## config.mk

```make
export PLATFORM = sky130hd
export DESIGN_NAME = unit_fetch
export DESIGN_NICKNAME = d
export VERILOG_FILES = /design/src/rtl/unit_fetch.sv
export SDC_FILE = /design/constraint.sdc
export NUM_CORES = 1
export LEC_CHECK = 0
export CAP_MARGIN = 20
export CELL_PAD_IN_SITES_DETAIL_PLACEMENT = 1
export CELL_PAD_IN_SITES_GLOBAL_PLACEMENT = 1
export CORE_MARGIN = 3
export CORE_UTILIZATION = 30
export CTS_BUF_LIST = sky130_fd_sc_hd__clkbuf_4 sky130_fd_sc_hd__clkbuf_8
export CTS_CLUSTER_DIAMETER = 50
export DETAILED_ROUTE_END_ITERATION = 12
export GPL_TIMING_DRIVEN = 0
export HOLD_SLACK_MARGIN = 0.15
export PLACE_DENSITY_LB_ADDON = 0.05
export RECOVER_POWER = 50
export SYNTH_ARGS = -nofsm -noshare
export SYNTH_HDL_FRONTEND = slang
export SYNTH_SLANG_ARGS = --single-unit
```

## constraint.sdc

```tcl
create_clock -name clk_i -period 4.2 [get_ports clk_i]
set_input_delay 0.84 -clock clk_i [delete_from_list [all_inputs] [get_ports clk_i]]
set_output_delay 0.84 -clock clk_i [all_outputs]
set_load 0.05 [all_outputs]
```

## src/rtl/unit_fetch.sv

```systemverilog
`default_nettype none
// +----------------------------------------------------------------------------+
// | Module   : unit_fetch                                                      |
// | Brief    : MIPS instruction-fetch stage: PC, IF/ID register, redirect and  |
// |            flush, halt FSM. Optional statistics via UNIT_FETCH_STATS_EN.   |
// | Revision : 1.0 - initial release                                           |
// +----------------------------------------------------------------------------+

module unit_fetch #(
  parameter int          NB_INSTR    = 32,
  parameter logic [5:0]  HALT_OPCODE = 6'b111111,
  parameter int          ADDRWIDTH   = 32
) (
  input  logic                 clk_i,
  input  logic                 reset_i,
  input  logic                 enable_i,
  input  logic                 stall_i,
  input  logic [NB_INSTR-1:0]  instr_i,
  input  logic                 branch_eq_i,
  input  logic                 branch_ne_i,
  input  logic                 is_equal_i,
  input  logic [ADDRWIDTH-1:0] branch_address_i,
  input  logic                 jump_i,
  input  logic [ADDRWIDTH-1:0] jump_address_i,
  input  logic                 jump_reg_i,
  input  logic [ADDRWIDTH-1:0] jump_reg_address_i,
  output logic [ADDRWIDTH-1:0] pc_o,
  output logic [ADDRWIDTH-1:0] pc_plus1_ifid_o,
  output logic [NB_INSTR-1:0]  instr_ifid_o,
  output logic                 valid_ifid_o,
  output logic                 flush_o,
  output logic                 halted_o,
  output logic [31:0]          redirect_count_o,
  output logic [31:0]          stall_count_o
);

  localparam logic [ADDRWIDTH-1:0] c_PC_ONE = ADDRWIDTH'(1);

  typedef enum logic [0:0] {
    ST_RUN    = 1'b0,
    ST_HALTED = 1'b1
  } state_t;

  state_t                 r_state;
  state_t                 w_state_next;
  logic [ADDRWIDTH-1:0]   r_pc;
  logic [ADDRWIDTH-1:0]   w_pc_next;
  logic [ADDRWIDTH-1:0]   r_pc_plus1_ifid;
  logic [ADDRWIDTH-1:0]   w_pc_plus1_ifid_next;
  logic [NB_INSTR-1:0]    r_instr_ifid;
  logic [NB_INSTR-1:0]    w_instr_ifid_next;
  logic                   r_valid_ifid;
  logic                   w_valid_ifid_next;

  logic                   w_advance;
  logic                   w_taken;
  logic                   w_flush;
  logic                   w_is_halt;
  logic [ADDRWIDTH-1:0]   w_target;
  logic [ADDRWIDTH-1:0]   w_pc_plus1;

  assign w_advance  = enable_i & ~stall_i;
  assign w_taken    = r_valid_ifid & ((branch_eq_i & is_equal_i) |
                                      (branch_ne_i & ~is_equal_i) |
                                      jump_i | jump_reg_i);
  // Once halted, whatever sits in ID can no longer steer fetch.
  assign w_flush    = w_taken & w_advance & (r_state == ST_RUN);
  assign w_is_halt  = (instr_i[NB_INSTR-1:NB_INSTR-6] == HALT_OPCODE);
  assign w_pc_plus1 = r_pc + c_PC_ONE;
  assign w_target   = jump_reg_i ? jump_reg_address_i :
                      jump_i     ? jump_address_i     :
                                   branch_address_i;

  always_comb begin
    w_state_next         = r_state;
    w_pc_next            = r_pc;
    w_pc_plus1_ifid_next = r_pc_plus1_ifid;
    w_instr_ifid_next    = r_instr_ifid;
    w_valid_ifid_next    = r_valid_ifid;
    if (w_advance) begin
      if (r_state == ST_RUN) begin
        if (w_flush) begin
          // Redirect wins even over a halt fetched on the wrong path.
          w_pc_next            = w_target;
          w_pc_plus1_ifid_next = '0;
          w_instr_ifid_next    = '0;
          w_valid_ifid_next    = 1'b0;
        end else if (w_is_halt) begin
          w_pc_plus1_ifid_next = w_pc_plus1;
          w_instr_ifid_next    = instr_i;
          w_valid_ifid_next    = 1'b1;
          w_state_next         = ST_HALTED;
        end else begin
          w_pc_next            = w_pc_plus1;
          w_pc_plus1_ifid_next = w_pc_plus1;
          w_instr_ifid_next    = instr_i;
          w_valid_ifid_next    = 1'b1;
        end
      end else begin
        w_pc_plus1_ifid_next = '0;
        w_instr_ifid_next    = '0;
        w_valid_ifid_next    = 1'b0;
      end
    end
  end

  always_ff @(posedge clk_i) begin
    if (reset_i) begin
      r_state         <= ST_RUN;
      r_pc            <= '0;
      r_pc_plus1_ifid <= '0;
      r_instr_ifid    <= '0;
      r_valid_ifid    <= 1'b0;
    end else begin
      r_state         <= w_state_next;
      r_pc            <= w_pc_next;
      r_pc_plus1_ifid <= w_pc_plus1_ifid_next;
      r_instr_ifid    <= w_instr_ifid_next;
      r_valid_ifid    <= w_valid_ifid_next;
    end
  end

`ifdef UNIT_FETCH_STATS_EN
  logic [31:0] r_redirect_count;
  logic [31:0] r_stall_count;

  always_ff @(posedge clk_i) begin
    if (reset_i) begin
      r_redirect_count <= '0;
      r_stall_count    <= '0;
    end else begin
      if (w_flush) begin
        r_redirect_count <= r_redirect_count + 32'd1;
      end
      if (enable_i & stall_i) begin
        r_stall_count <= r_stall_count + 32'd1;
      end
    end
  end

  assign redirect_count_o = r_redirect_count;
  assign stall_count_o    = r_stall_count;
`else
  assign redirect_count_o = 32'd0;
  assign stall_count_o    = 32'd0;
`endif

  assign pc_o            = r_pc;
  assign pc_plus1_ifid_o = r_pc_plus1_ifid;
  assign instr_ifid_o    = r_instr_ifid;
  assign valid_ifid_o    = r_valid_ifid;
  assign flush_o         = w_flush;
  assign halted_o        = (r_state == ST_HALTED);

endmodule

`default_nettype wire
```

Word level (Yosys, flattened, before mapping)

Index checks and enable logic that the tools add are counted.

Output and inout bits: 163
Word-level logic and storage cells: 34
Bits in registers: 98
Bits of input ports: 137

Equal/unequal tests: 2
Reduce and logical (&&, ||, !) cells: 1
Bitwise logic cells: 12
Mux-type cells: 13
Add/subtract/negate cells: 1

Operators by type and width:

| kind                  | count |
|---|---|
| $mux 32               | 8 |
| $add 32x1->32 const B | 1 |
| $and 1x1->1           | 6 |
| $eq 6x6->1 const B    | 1 |
| $mux 1                | 5 |
| $not 1->1             | 3 |
| $or 1x1->1            | 3 |
| $reduce_and 3->1      | 1 |
| $ne 2x2->1 const B    | 1 |

Longest topological paths before layout

Gate-level depths: netlist of the first run.

Depth after elaboration: 10
Depth in mapped cells: 9
Depth with buffers taken out: 6

Worst setup path before layout of the first run

Ideal clock, no wire load.

Path type: input -> output
Start point: in jump_i
End point: out flush_o
Required time: 3.360 ns
Path buffers: 3
Arrival time: 2.346 ns
Path slack: 1.014 ns
Stages on the path: 6
Cell sequence: clkbuf_1 or2_1 o211ai_2 inv_2 clkbuf_1 clkbuf_1

Cells in the longest elaborated chain, start to end: 5

Ends and longest elaborated chain:

| element                  | line | source |
|---|---|---|
| start: declaration       | 23   | `input logic jump_i,` |
| $or 1x1->1               | 64   | `(branch_ne_i & ~is_equal_i) \|` |
| $or 1x1->1               | 65   | `jump_i \| jump_reg_i);` |
| $and 1x1->1              | 63   | `assign w_taken = r_valid_ifid & ((branch_eq_i & is_equal_i) \|` |
| $and 1x1->1 (2 in a row) | 67   | `assign w_flush = w_taken & w_advance & (r_state == ST_RUN);` |
| end: declaration         | 31   | `output logic flush_o,` |

Every way passes these cells.

Worst setup path in the final report of the first run

Start point: in jump_reg_i
End point: out flush_o

Cells in the longest elaborated chain, start to end: 4

Ends and longest elaborated chain:

| element                  | line | source |
|---|---|---|
| start: declaration       | 25   | `input logic jump_reg_i,` |
| $or 1x1->1               | 65   |  |
| $and 1x1->1              | 63   |  |
| $and 1x1->1 (2 in a row) | 67   |  |

Every way passes these cells.

==> results of run 1 <==
## worst max path at each step
stage	to	slack (ps)
floorplan	flush_o	1010
global placement	flush_o	-560
detailed placement	flush_o	-590
CTS	flush_o	70
global route	flush_o	160
finish	flush_o	310
## registers in the layout, summed over array words and instances (netlist names)
name / flops
valid_ifid_o: 1
pc_plus1_ifid_o: 32
pc_o: 32
instr_ifid_o: 32
halted_o: 1
## per-stage QoR
step	std cells	worst slack (ps)	total power, W	instance area [um2]
2_1_floorplan	751	1010	0.00141	5820
3_3_place_gp	1214	-556	0.00165	8450
3_5_place_dp	1214	-590	0.00165	8450
4_1_cts	1230	74.0	0.00232	8670
5_1_grt	1229	161	0.00239	8660
6_report	1229	313	0.00228	8660
## tightest hold or removal path, cell delays in order, from the launching register on
cell and delay [ps]:
dfxtp_1 330, nand2_1 40, o21ai_0 50
## where the power goes
part | leakage (nW) | internal [W] | switching, W
Combinational | 2.77 | 0.000251 | 0.000390
Clock | 0.107 | 0.000324 | 0.000340
Sequential | 0.795 | 0.000955 | 0.0000242
## kinds of logic (layout without fill, tap and decap cells)
group / Yosys count / after routing / synth area share, %
compound gates: 175 / 175 / 21.1
simple gates: 217 / 217 / 18.6
other cells: 1 / 64 / 0.0671
mux: 40 / 40 / 7.32
fa+ha+maj: 1 / 1 / 0.224
xor+xnor: 29 / 29 / 4.55
flops: 98 / 98 / 35.1
buf+inv: 127 / 376 / 13.1
## layout by cell type (no fill, tap or decap), types with 19 or more instances in the layout
| master | count |
|---|---|
| buf_4 | 64 |
| o21ai_0 | 58 |
| a22oi_1 | 49 |
| nand2_1 | 72 |
| dfxtp_1 | 98 |
| xnor2_1 | 19 |
| clkdlybuf4s50_1 | 135 |
| mux2i_1 | 33 |
| dlygate4sd3_1 | 98 |
| conb_1 | 64 |
| nor2_1 | 72 |
| clkbuf_1 | 39 |
## what timing repair did
action                     in CTS  in global routing
hold buffers                    0                  0
pin swaps                       0                  0
setup endpoints to repair       1                  1
gates resized for setup         4                  0
## synthesized netlist by cell type (5+ instances only)
| library cell | number | area, um2 |
|---|---|---|
| dfxtp_1 | 98 | 1960 |
| nand2_1 | 72 | 270 |
| nor2_1 | 72 | 270 |
| buf_4 | 64 | 480 |
| o21ai_0 | 58 | 290 |
| a22oi_1 | 49 | 368 |
| clkbuf_1 | 41 | 154 |
| mux2i_1 | 33 | 330 |
| xnor2_1 | 19 | 166 |
| nand3_1 | 18 | 90.1 |
| a21oi_1 | 14 | 70.1 |
| nor3_1 | 12 | 60.1 |
| nand4_1 | 11 | 68.8 |
| buf_2 | 10 | 50.1 |
| xor2_1 | 10 | 87.6 |
| o2111ai_1 | 9 | 78.8 |
| inv_1 | 8 | 30.0 |
| o211ai_1 | 8 | 60.1 |
| o31a_1 | 8 | 70.1 |
| mux2_2 | 7 | 78.8 |
| a31oi_1 | 6 | 37.5 |
| or4_1 | 6 | 45.0 |
| a32o_1 | 5 | 50.1 |
| and2_1 | 5 | 31.3 |
## per-layer routing
layer | vias to the layer above | GRT usage [%]
met1 | 2751 | 26.8
li1 | 2957 | -
met4 | 0 | 5.60
met5 | - | 0
met3 | 21 | 4.00
met2 | 226 | 34.2
## cell type report
cell class / count / area [um2] / area share (%)
Timing Repair Buffer: 234 / 2340 / 27.1
Tap cell: 229 / 287 / 3.31
Inverter: 10 / 37.5 / 0.433
Clock buffer: 13 / 166 / 1.92
Sequential cell: 98 / 1960 / 22.6
Clock inverter: 3 / 46.3 / 0.534
Buffer: 116 / 689 / 7.96
Multi-Input combinational cell: 526 / 3130 / 36.1
==> run metrics, run 1 <==
CTS tree=built; die area=roughly 20000 um2; reg-to-reg critical path startpoint=halted_o; Clk pin slew, worst setup/hold paths=approximately 90 ps; Antenna Cells=0; Die H=approximately 140 um; insertion delay to the later sink of the worst-skew pair=around 380 ps; Root Driver=clkbuf_8; Synth warnings=0; M1 WL=approximately 9800 um; grt ovf=0; Iteration-0 DRC Markers=around 360; FF-to-FF setup slack=approximately 1600 ps; Sink Count=between 90 and 100; first-pass GRT wire length=about 33000 um; Die X=approximately 140 um; RR Endpoint=pc_o[27]; worst-path fanout max=12; DR vias/cell=between 4 and 5; CP arrival=between 3000 and 4000 ps; Power Dens Cells=264 nW/um2; worst-case clock buffer depth=2; worst hold slack=roughly 460 ps; area growth from synthesis to layout=55.1%; Critical-path top delay cell=clkdlybuf4s50_1; CP Capture Type=primary output; max_slew headroom=between 20 and 30%; dpl hpwl=about 17000 um; register area share after synthesis=a little over a third; IO Count=300; Starting Density=between 30% and 40%; drt pass-1 iters=5; nets@finish=1133; P_leak=3.67 nW; Final Util=between 40% and 50%; core area=between 15000 and 20000 um2; number of synthesized flops with an enable pin=0; Peak VDD IR=around 0.16 mV; CP top delay family=buffers and inverters; Synth async-reset ratio=0%; crit-path max cell delay=around 510 ps; post-CTS setup buffers=0; layout cells sized above 1=between 10% and 20%; final setup fails=0; min-delay src=pc_plus1_ifid_o[18]; gr usage total=between 20 and 25%; worst setup path startpoint=jump_reg_i; max-cap violations=0; Final Wtd Congestion=between 0.8 and 0.9; vias in the first global route=about 5800; Buf+Inv Stages, Crit Path=4; Final period util=just over 90%; final hold vios=0; Critical Path Source Type=input port; critical path depth=6; Worst Hold Class=register to register; Slew @ Worst Pin=approximately 1000 ps; port buffer count=between 200 and 250; number of buffers created by CTS=9; status=finished, final reports clean; clk_skew=a little under 9 ps; DR top layer=met4; # DRC=0; Mean Syn Cell Area=between 8 and 9 um2; Mapped Area=roughly 5600 um2; worst path cell trace=clkdlybuf4s50_1 > or2_1 > o211ai_2 > inv_2 > clkbuf_2 > clkdlybuf4s15_2; count of cell types in the netlist=51; Sum Neg Setup Slack=0 ps; FP Rows=49; data required time at the worst endpoint=between 3000 and 4000 ps; Syn Inst Count=~700; fin. max-slew vios=0; Tmin final=a little under 4000 ps; fillers=around 2300; routed wire length=about 22000 um; WL met3=around 1500 um; Hold Path Sink=pc_plus1_ifid_o[18]; kind of critical path=input port to primary output; hold depth=2; initial antenna violation count=0; Routed Antenna Nets=0; total number of vias=roughly 6000; flops & latches, synth=98; wire per inst=about 18 um; RSZ-0062 raised after global routing=no; Main synth FF type=dfxtp_1; H-tree depth=3; fmax=~0.26 GHz; Worst Reg-to-Reg Cells=6; largest net degree at the start of global routing=16; met2 wire length=~10000 um
No activity file was read; power rests on OpenSTA's default activity.
==> inputs of run 2 (changes only) <==
Settings changed: GPL_TIMING_DRIVEN 0 to 1.
==> run 2 against run 1 <==
  * First-iteration DRC count decreased by 22%
  * Sequential power about the same
  * Worst setup slack improved by 680 ps
  * Global-route usage decreased by 0.28 points
  * Via count decreased by 4.8%
==> run metrics, run 2 (synthesized netlist as in run 1, its figures left out) <==
status=finished, final reports clean; Peak VDD IR=0.122 mV (-24%); final setup fails=0 (unchanged); nets@finish=1029 (-9.2%); post-CTS sizing=0 (-4); fillers=2180 (-4.1%); FP Rows=49 (unchanged); layout cells sized above 1=5.47% (-5.4 points); port buffer count=235 (+0.43%); CP Capture Type=register; Final Util=44.5% (-3.3 points); Sum Neg Setup Slack=0 ps (unchanged); Final period util=76.3% (-16 points); fin. max-slew vios=0 (unchanged); # DRC=0 (unchanged); Starting Density=30.8% (unchanged); core area=18100 um2 (unchanged); fmax=0.312 GHz (+21%); initial antenna violation count=0 (unchanged); DR vias/cell=5.03 (+3.9%); routed wire length=21300 um (-2.2%); max-cap violations=0 (unchanged); total number of vias=5668 (-4.8%); worst-path fanout max=36 (+24); Root Driver=clkbuf_8; IO Count=300 (unchanged); P_leak=3.28 nW (-11%); Iteration-0 DRC Markers=285 (-22%); CTS tree=built; commonest non-fill, non-tap cell in the layout=clkdlybuf4s50_1; insertion delay to the later sink of the worst-skew pair=390 ps (about the same); die area=20300 um2 (unchanged); Cells after DPL=1109 (-8.6%); CP arrival=3520 ps (+470 ps); final hold vios=0 (unchanged); max_slew headroom=24.8% (-4.8 points); wire per inst=18.9 um (+6.7%); Final Wtd Congestion=0.859 (-4.2%); gr usage total=20.1% (-0.28 points); number of buffers created by CTS=9 (unchanged); H-tree depth=3 (unchanged); worst path cell trace=clkdlybuf4s50_1 > mux2_2 > o211ai_4 > inv_2 > nor3_4 > buf_4 > a22oi_1 > nor2_1; Power Dens Cells=276 nW/um2 (+4.7%); Sink Count=98 (unchanged); Clk pin slew, worst setup/hold paths=100 ps (about the same); dpl hpwl=16600 um (-4.6%); worst-case clock buffer depth=2 (unchanged); post-CTS setup buffers=0 (unchanged); Critical Path Source Type=input port; filler-free cell count of the finished design=1126 (-8.4%); crit-path max cell delay=570 ps (+60 ps); data required time at the worst endpoint=4520 ps (+1160 ps); drt pass-1 iters=4 (-1); first-pass GRT wire length=32400 um (-0.42%); RSZ-0062 raised after global routing=no; Die H=142 um (unchanged); FF-to-FF setup slack=1680 ps (+90 ps); most frequent cells in the layout=134 x clkdlybuf4s50_1, 98 x dfxtp_1, 97 x dlygate4sd3_1; vias in the first global route=5763 (-1.0%); Routed Antenna Nets=0 (unchanged); area growth from synthesis to layout=44.5%; kind of critical path=input port to register; Post-CTS Hold Buffers=0 (unchanged); largest net degree at the start of global routing=74 (+58); Slew @ Worst Pin=1130 ps (+79.1 ps); footprint of the multi-input gates=3150 um2 (+0.56%); Critical-path top delay cell=nor3_4; Seq. cell area=1960 um2 (unchanged); Tmin final=3200 ps (-685 ps); clk_skew=15.1 ps (+6.41 ps); grt ovf=0 (unchanged); worst hold slack=456 ps (-0.862 ps); Worst Hold Class=register to register; Die X=142 um (unchanged)
-- run 2: cell types whose count changed in the layout (fill, tap and decap cells not counted), sizes merged --
cell           delta
diode             +1
clkinv            +3
clkinvlp          -1
clkdlybuf4s15     -1
clkbuf           -41
clkdlybuf4s50     -1
dlygate4sd3       -1
buf              -62
-- run 2: routing by layer --
metal,share of wire [%],vias to the layer above,global-route usage (%)
li1,-,2748,-
met1,43,2674,25.9
met2,48,227,34.3
met3,7.1,19,4.27
met4,1.6,0,5.30
met5,0,-,0
-- run 2: worst max-delay path, delay by kind of cell --
kind | cells | cell delay, ps
buf+inv | 3 | 1090
simple gates | 2 | 710
compound gates | 2 | 480
mux | 1 | 380
-- run 2: stage by stage --
stage / power [W] / cell area [um2] / worst slack (ps)
global route: 0.00233 / 8070 / 789
finish: 0.00223 / 8070 / 997
floorplan: 0.00141 / 5820 / 1010
global placement: 0.00159 / 7870 / 736
detailed placement: 0.00160 / 7870 / 593
CTS: 0.00226 / 8070 / 997
-- run 2: final timing paths --
path                            start  cells after the start                  end
hold reg to reg   pc_plus1_ifid_o[30]                      2  pc_plus1_ifid_o[30]
hold / removal    pc_plus1_ifid_o[30]                      2  pc_plus1_ifid_o[30]
setup / recovery           is_equal_i                      8     instr_ifid_o[15]
setup reg to reg              pc_o[0]                      6             pc_o[30]
-- run 2: final cells by class --
class	instances	area share, %
inverter	10	0.465
antenna	1	0.0310
clock buffer	11	1.80
clock inverter	5	0.760
sequential	98	24.3
tap	229	3.55
timing repair buffer	246	30.1
multi-input combinational	526	39.0
-- run 2: power breakdown --
part           internal [W]  switching, W
registers          0.000955     0.0000257
clock network      0.000302      0.000360
logic              0.000207      0.000377
total               0.00147      0.000763
